File: config.mk
export PLATFORM = sky130hd
export DESIGN_NAME = icap_arbiter_flat
export DESIGN_NICKNAME = d
export VERILOG_FILES = /design/src/rtl/icap_arbiter_pkg.sv /design/src/rtl/icap_arbiter_if.sv /design/src/rtl/icap_arbiter_bitswap.sv /design/src/rtl/icap_arbiter.sv /design/src/flat_wrapper.sv
export SDC_FILE = /design/constraint.sdc
export NUM_CORES = 1
export LEC_CHECK = 0
export ABC_AREA = 0
export CORE_MARGIN = 5
export CORE_UTILIZATION = 37
export CTS_BUF_LIST = sky130_fd_sc_hd__clkbuf_8 sky130_fd_sc_hd__clkbuf_16
export DETAILED_ROUTE_END_ITERATION = 10
export PLACE_DENSITY = 0.74
export SYNTH_ARGS = -nofsm -noshare
export SYNTH_HDL_FRONTEND = slang
export SYNTH_HIERARCHICAL = 1
export SYNTH_SLANG_ARGS = --single-unit
File: constraint.sdc
create_clock -name clk -period 1.7 [get_ports clk]
set_input_delay 0.34 -clock clk [delete_from_list [all_inputs] [get_ports clk]]
set_output_delay 0.34 -clock clk [all_outputs]
set_load 0.01 [all_outputs]
File: src/rtl/icap_arbiter_pkg.sv
// Shared state encoding, helpers and ICAPE2 command words for the ICAP arbiter.
package icap_pkg;

    typedef logic [1:0] state_t;

    localparam logic [1:0] IDLE    = 2'd0;
    localparam logic [1:0] SETUP   = 2'd1;
    localparam logic [1:0] BURST   = 2'd2;
    localparam logic [1:0] RELEASE = 2'd3;

    localparam logic [31:0] DUMMY_WORD  = 32'hFFFFFFFF;
    localparam logic [31:0] SYNC_WORD   = 32'hAA995566;
    localparam logic [31:0] NOOP_WORD   = 32'h20000000;
    localparam logic [31:0] WBSTAR_WORD = 32'h30020001;
    localparam logic [31:0] CMD_WORD    = 32'h30008001;
    localparam logic [31:0] IPROG_WORD  = 32'h0000000F;

    function automatic logic [1:0] owner_onehot(input logic owner);
        return owner ? 2'b10 : 2'b01;
    endfunction

endpackage

File: src/rtl/icap_arbiter_if.sv
// One requester's valid/ready/last word stream into the ICAP arbiter.
interface icap_arbiter_if;
    logic        valid;
    logic [31:0] data;
    logic        last;
    logic        ready;

    modport master (output valid, data, last, input ready);
    modport slave  (input valid, data, last, output ready);
endinterface

File: src/rtl/icap_arbiter_bitswap.sv
// Reverses bit order inside each byte of a config word (ICAPE2 X32 ordering).
module icap_bitswap (
    input  logic [31:0] din,
    output logic [31:0] dout
);
    for (genvar b = 0; b < 4; b++) begin : g_byte
        for (genvar i = 0; i < 8; i++) begin : g_bit
            assign dout[8*b+i] = din[8*b+7-i];
        end
    end
endmodule

File: src/rtl/icap_arbiter.sv
// Round-robin burst arbiter sharing the ICAPE2 write port between two requesters.
// Build option ICAP_BITSWAP_EN: per-byte bit reversal of the words sent to ICAPE2.
module icap_arbiter
    import icap_pkg::*;
#(
    parameter int TIMEOUT_CYC = 255,
    parameter int GAP_CYC     = 1
) (
    input  logic          clk,
    input  logic          rst_n,
    icap_arbiter_if.slave req0,
    icap_arbiter_if.slave req1,
    output logic [1:0]    grant,
    output logic          busy,
    output logic          timeout,
    output logic [31:0]   icap_i,
    output logic          icap_csib,
    output logic          icap_rdwrb
);
    localparam int IW = $clog2(TIMEOUT_CYC + 1);
    localparam int GW = (GAP_CYC > 1) ? $clog2(GAP_CYC) : 1;

    state_t        state;
    logic          owner;
    logic          rr;
    logic [IW-1:0] idle_cnt;
    logic [GW-1:0] gap_cnt;
    logic          own_valid;
    logic          own_last;
    logic          accept;
    logic [31:0]   own_data;
    logic [31:0]   word;

    assign own_valid = owner ? req1.valid : req0.valid;
    assign own_last  = owner ? req1.last  : req0.last;
    assign own_data  = owner ? req1.data  : req0.data;
    assign accept    = (state == BURST) && own_valid;

    assign busy       = (state != IDLE);
    assign grant      = (state == SETUP || state == BURST) ? owner_onehot(owner) : 2'b00;
    assign req0.ready = (state == BURST) && !owner;
    assign req1.ready = (state == BURST) && owner;

`ifdef ICAP_BITSWAP_EN
    icap_bitswap u_bitswap (.din(own_data), .dout(word));
`else
    assign word = own_data;
`endif

    always_ff @(posedge clk) begin
        if (!rst_n) begin
            state      <= IDLE;
            owner      <= 1'b0;
            rr         <= 1'b0;
            idle_cnt   <= '0;
            gap_cnt    <= '0;
            timeout    <= 1'b0;
            icap_i     <= DUMMY_WORD;
            icap_csib  <= 1'b1;
            icap_rdwrb <= 1'b1;
        end else begin
            timeout <= 1'b0;
            case (state)
                IDLE: begin
                    if (req0.valid || req1.valid) begin
                        // rr names the requester that was not granted last
                        owner      <= (req0.valid && req1.valid) ? rr : req1.valid;
                        icap_rdwrb <= 1'b0;
                        state      <= SETUP;
                    end
                end
                SETUP: begin
                    idle_cnt <= '0;
                    state    <= BURST;
                end
                BURST: begin
                    if (accept) begin
                        icap_i    <= word;
                        icap_csib <= 1'b0;
                        idle_cnt  <= '0;
                        if (own_last) begin
                            gap_cnt <= '0;
                            state   <= RELEASE;
                        end
                    end else begin
                        icap_csib <= 1'b1;
                        if (idle_cnt != IW'(TIMEOUT_CYC))
                            idle_cnt <= idle_cnt + 1'b1;
                        if (idle_cnt == IW'(TIMEOUT_CYC - 1)) begin
                            timeout    <= 1'b1;
                            icap_rdwrb <= 1'b1;
                            gap_cnt    <= '0;
                            state      <= RELEASE;
                        end
                    end
                end
                RELEASE: begin
                    // the final word is still on the bus in the first cycle here;
                    // CSIB and RDWRB rise together so RDWRB never moves under CSIB=0
                    icap_csib  <= 1'b1;
                    icap_rdwrb <= 1'b1;
                    gap_cnt    <= gap_cnt + 1'b1;
                    if (gap_cnt == GW'(GAP_CYC - 1)) begin
                        rr    <= ~owner;
                        state <= IDLE;
                    end
                end
                default: state <= IDLE;
            endcase
        end
    end

endmodule

File: src/flat_wrapper.sv
// flat-port wrapper written by rule: the top's interface ports become plain ports
module icap_arbiter_flat import icap_pkg::*;
#(
    parameter int TIMEOUT_CYC = 255,
    parameter int GAP_CYC     = 1
)
  (clk, rst_n, grant, busy, timeout, icap_i, icap_csib, icap_rdwrb, req0_valid, req0_data, req0_last, req0_ready, req1_valid, req1_data, req1_last, req1_ready);
  icap_arbiter_if req0_i ();
  icap_arbiter_if req1_i ();
  input  logic clk;
  input  logic rst_n;
  output logic [1:0] grant;
  output logic busy;
  output logic timeout;
  output logic [31:0] icap_i;
  output logic icap_csib;
  output logic icap_rdwrb;
  input wire logic [$bits(req0_i.valid)-1:0] req0_valid;
  input wire logic [$bits(req0_i.data)-1:0] req0_data;
  input wire logic [$bits(req0_i.last)-1:0] req0_last;
  output wire logic [$bits(req0_i.ready)-1:0] req0_ready;
  input wire logic [$bits(req1_i.valid)-1:0] req1_valid;
  input wire logic [$bits(req1_i.data)-1:0] req1_data;
  input wire logic [$bits(req1_i.last)-1:0] req1_last;
  output wire logic [$bits(req1_i.ready)-1:0] req1_ready;
  assign req0_i.valid = req0_valid;
  assign req0_i.data = req0_data;
  assign req0_i.last = req0_last;
  assign req0_ready = req0_i.ready;
  assign req1_i.valid = req1_valid;
  assign req1_i.data = req1_data;
  assign req1_i.last = req1_last;
  assign req1_ready = req1_i.ready;
  icap_arbiter #(.TIMEOUT_CYC(TIMEOUT_CYC), .GAP_CYC(GAP_CYC)) u_core (.clk(clk), .rst_n(rst_n), .req0(req0_i), .req1(req1_i), .grant(grant), .busy(busy), .timeout(timeout), .icap_i(icap_i), .icap_csib(icap_csib), .icap_rdwrb(icap_rdwrb));
endmodule
==> summary.md <==
| Metric | Value |
|---|---|
| Status | `completed` |
| Largest net degree at the start of global routing | `46` |
| RSZ-0062 raised after global routing | `false` |
| 1st-pass router iterations | `4` |
| Worst path required time | `between 1.5 and 2 ns` |
| Final Core Density | `0.6145` |
| Tmin final | `between 1.5 and 2 ns` |
| Clk_skew | `0.01310 ns` |
| R2R cell count | `7` |
| Worst slew pin tran | `0.3089 ns` |
| Max-cap violations | `0` |
| Pwr per Cell Area | `1078 nW/um2` |
| Synthesized area | `2392 um2` |
| Worst Slack Setup Final | `0.06917 ns` |
| Crit path largest cell delay | `0.53 ns` |
| Area of the multi-input gates | `1343 um2` |
| Max-slew headroom | `0.7936` |
| Tightest Hold Check Type | `register to register` |
| Nets | `464` |
| Worst Hold End | `u_core/icap_i[12]` |
| Reg area | `974.7 um2` |
| Hold path cells | `2` |
| Share of cells above drive strength 1 | `0.1624` |
| Final Cell Area | `~3900 um2` |
| WP data arrival | `1.83 ns` |
| Clock Tree Root | `clkbuf_8` |
| Post-synthesis sequential area ratio | `0.4017` |
| Static leakage | `1.643 nW` |
| Row count | `29` |
| Crit end category | `register` |
| Vias in the first global route | `2438` |
| CP max FO | `4` |
| Area after DPL | `3727 um2` |
| Core footprint | `6314 um2` |
| Dpl ws | `-0.2430 ns` |
| Post-DP HPWL | `5247 um` |
| Non-filler instance count after layout | `between 400 and 500` |
| # clock sinks | `48` |
| Final GP Congestion | `0.8483` |
| Routed via count | `2381` |
| Critical-path cell list | `clkdlybuf4s50_1 -> mux2_4 -> or4_4 -> nand3_2 -> o31ai_1` |
| Post-Syn Instances | `259` |
| Die Y | `90.41 um` |
| Warnings from Yosys | `6` |
| Num CTS Buffers | `5` |
| Main synth FF type | `dfxtp_1` |
| Netlist cell types | `46` |
| Area delta synth->final | `62.19%` |
| Clock-pin slew on the worst setup and hold paths | `approximately 0.09 ns` |
| Vias per Instance | `5.120` |
| CTS tree | `yes` |
| Hold Crit Start | `u_core/icap_i[12]` |
| Yosys reg bits | `48` |
| Reg-to-reg endpoint | `u_core/gap_cnt` |
| Placed insts | `approximately 460` |
| Synthesized net count | `336` |
| Critical Path Source Type | `input pin` |
| First-pass GRT wire length | `11300 um` |
| Remaining antenna violation count after routing | `0` |
| Critical path class | `input pin to register` |
| I/O pins | `110` |
| Achievable Freq | `just over 600 MHz` |
| H-tree depth | `2` |
| Commonest non-fill, non-tap cell in the layout | `clkdlybuf4s50_1` |
| 1st-iter DRT viols | `56` |
| Final WL | `roughly 6700 um` |
| I/O Buffers | `109` |
| Layout filler cell count | `578` |
| Max IR drop VDD | `about 560 uV` |
| Gr usage total | `0.1651` |
| Most frequent cells in the layout | `clkdlybuf4s50_1 (104), dfxtp_1 (43), nand2_1 (42)` |
| Wire length per cell | `between 10 and 15 um` |
| Post-synth EDFFs | `0` |
| Final hold violation count | `0` |
| Die Width | `approximately 90 um` |
| Skew-Pair Late Insertion Delay | `roughly 0.30 ns` |
| Avg Synthesized Cell Area | `9.237 um2` |
| Final setup fails | `0` |
| Crit Reg-Reg Startpoint | `u_core/state[0]` |
| Top delay family on crit path | `simple AND/OR/NAND/NOR gates` |
| Period Utilization, post-route | `0.9593` |
| Pins Over Slew Limit | `0` |
| Diodes inserted | `0` |
| Initial core utilization | `0.3789` |
| Post-route DRC violation count | `0` |
| Total gr overflow | `0` |
| Buffers & Inverters on Critical Path | `1` |
| Clock tree buffer depth | `2` |
| Die Area | `8174 um2` |
| Asr flop ratio synth | `0` |
| Antenna violations before repair | `0` |
| CTS hold repair buffers | `0` |
| Reg2reg setup slack | `0.08 ns` |
| Total power | `4.183 mW` |
| Worst path slowest cell | `or4_4` |
==> worst min-delay path, delay by kind of cell, from the launching register on <==
family / cells / cell delay [ns]
and+or+nand+nor: 1 / 0.05
DFF: 1 / 0.33
AOI/OAI and AO/OA: 1 / 0.07
==> registers in the layout, indices dropped and copies added, names as in the netlist <==
name	cells
u_core/icap_csib	1
u_core/timeout	1
u_core/state	2
u_core/icap_i	32
u_core/owner	1
u_core/gap_cnt	1
u_core/rr	1
u_core/idle_cnt	8
u_core/icap_rdwrb	1
==> stage by stage <==
stage | hold WS, ns | TNS (ns)
final | 0.4822 | 0
after detailed placement | 0.4726 | -5.710
after global placement | 0.4619 | -5.428
after CTS | 0.4910 | 0
after global routing | 0.5083 | 0
after floorplan | 0.4517 | 0
==> worst max path at each step <==
stage	from	endpoint	slack [ns]	cells past startpoint
detailed placement	req0_valid	u_core/idle_cnt[3]	-0.24	5
global placement	req0_valid	u_core/idle_cnt[0]	-0.23	5
finish	req0_valid	u_core/idle_cnt[3]	0.07	5
CTS	u_core/state[1]	grant[1]	0.003	4
global route	u_core/state[0]	u_core/gap_cnt	0.02	7
floorplan	u_core/owner	u_core/idle_cnt[3]	0.12	5
==> cells in the mapped netlist, types with 2 or more instances <==
cell,count,area (um2)
nand4_1,2,12.51
nor2b_1,2,12.51
nand2_1,43,161.4
nor3b_1,2,15.01
o31ai_1,4,30.03
a211oi_1,2,15.01
o211ai_1,32,240.2
ha_1,7,87.58
inv_1,8,30.03
nor2_1,6,22.52
a21oi_1,3,15.01
nand3_1,3,15.01
and3_1,3,18.77
nand2b_1,2,12.51
and2_1,2,12.51
dfxtp_1,48,960.9
nor3_1,3,15.01
o21ai_0,10,50.05
nand4b_1,2,17.52
clkbuf_1,7,26.28
buf_2,9,45.04
mux2i_1,35,350.3
==> repair_timing <==
item	in CTS	in global routing
setup endpoints to repair	9	11
buffers inserted	0	1
resized for setup	18	16
pin swaps	0	5
==> layer usage <==
layer | wire length (um) | vias to the layer above | track usage
met5 | 0 | - | 0
met4 | 166 | 0 | 0.07320
met3 | 610 | 11 | 0.06083
met2 | 3225 | 92 | 0.2756
met1 | 2691 | 1083 | 0.1874
li1 | - | 1195 | -
==> where the power goes <==
part / total (mW) / internal (mW) / switching [mW]
clock network: 0.874 / 0.481 / 0.392
registers: 1.48 / 1.35 / 0.129
logic: 1.83 / 1.02 / 0.815
total: 4.18 / 2.85 / 1.34
==> cell families (layout without fill, tap and decap cells) <==
| logic type | Yosys count | in the layout | synth area share |
|---|---|---|---|
| AND/OR/NAND/NOR | 80 | 80 | 0.1684 |
| AO/OA/AOI/OAI | 61 | 61 | 0.1888 |
| flip-flops | 48 | 48 | 0.4017 |
| multiplexers | 36 | 36 | 0.1527 |
| buffers and inverters | 27 | 156 | 0.05178 |
| adder cells (fa/ha/maj) | 7 | 7 | 0.03661 |
==> layout make-up <==
class,instances,area share
multi-input cells,184,0.3460
clock buffers,6,0.02128
inverters,8,0.007739
well taps,77,0.02483
repair buffers,140,0.3389
flip-flops and latches,48,0.2512
clock inverters,2,0.009997
Note: power is estimated with default switching activity, not from simulation.
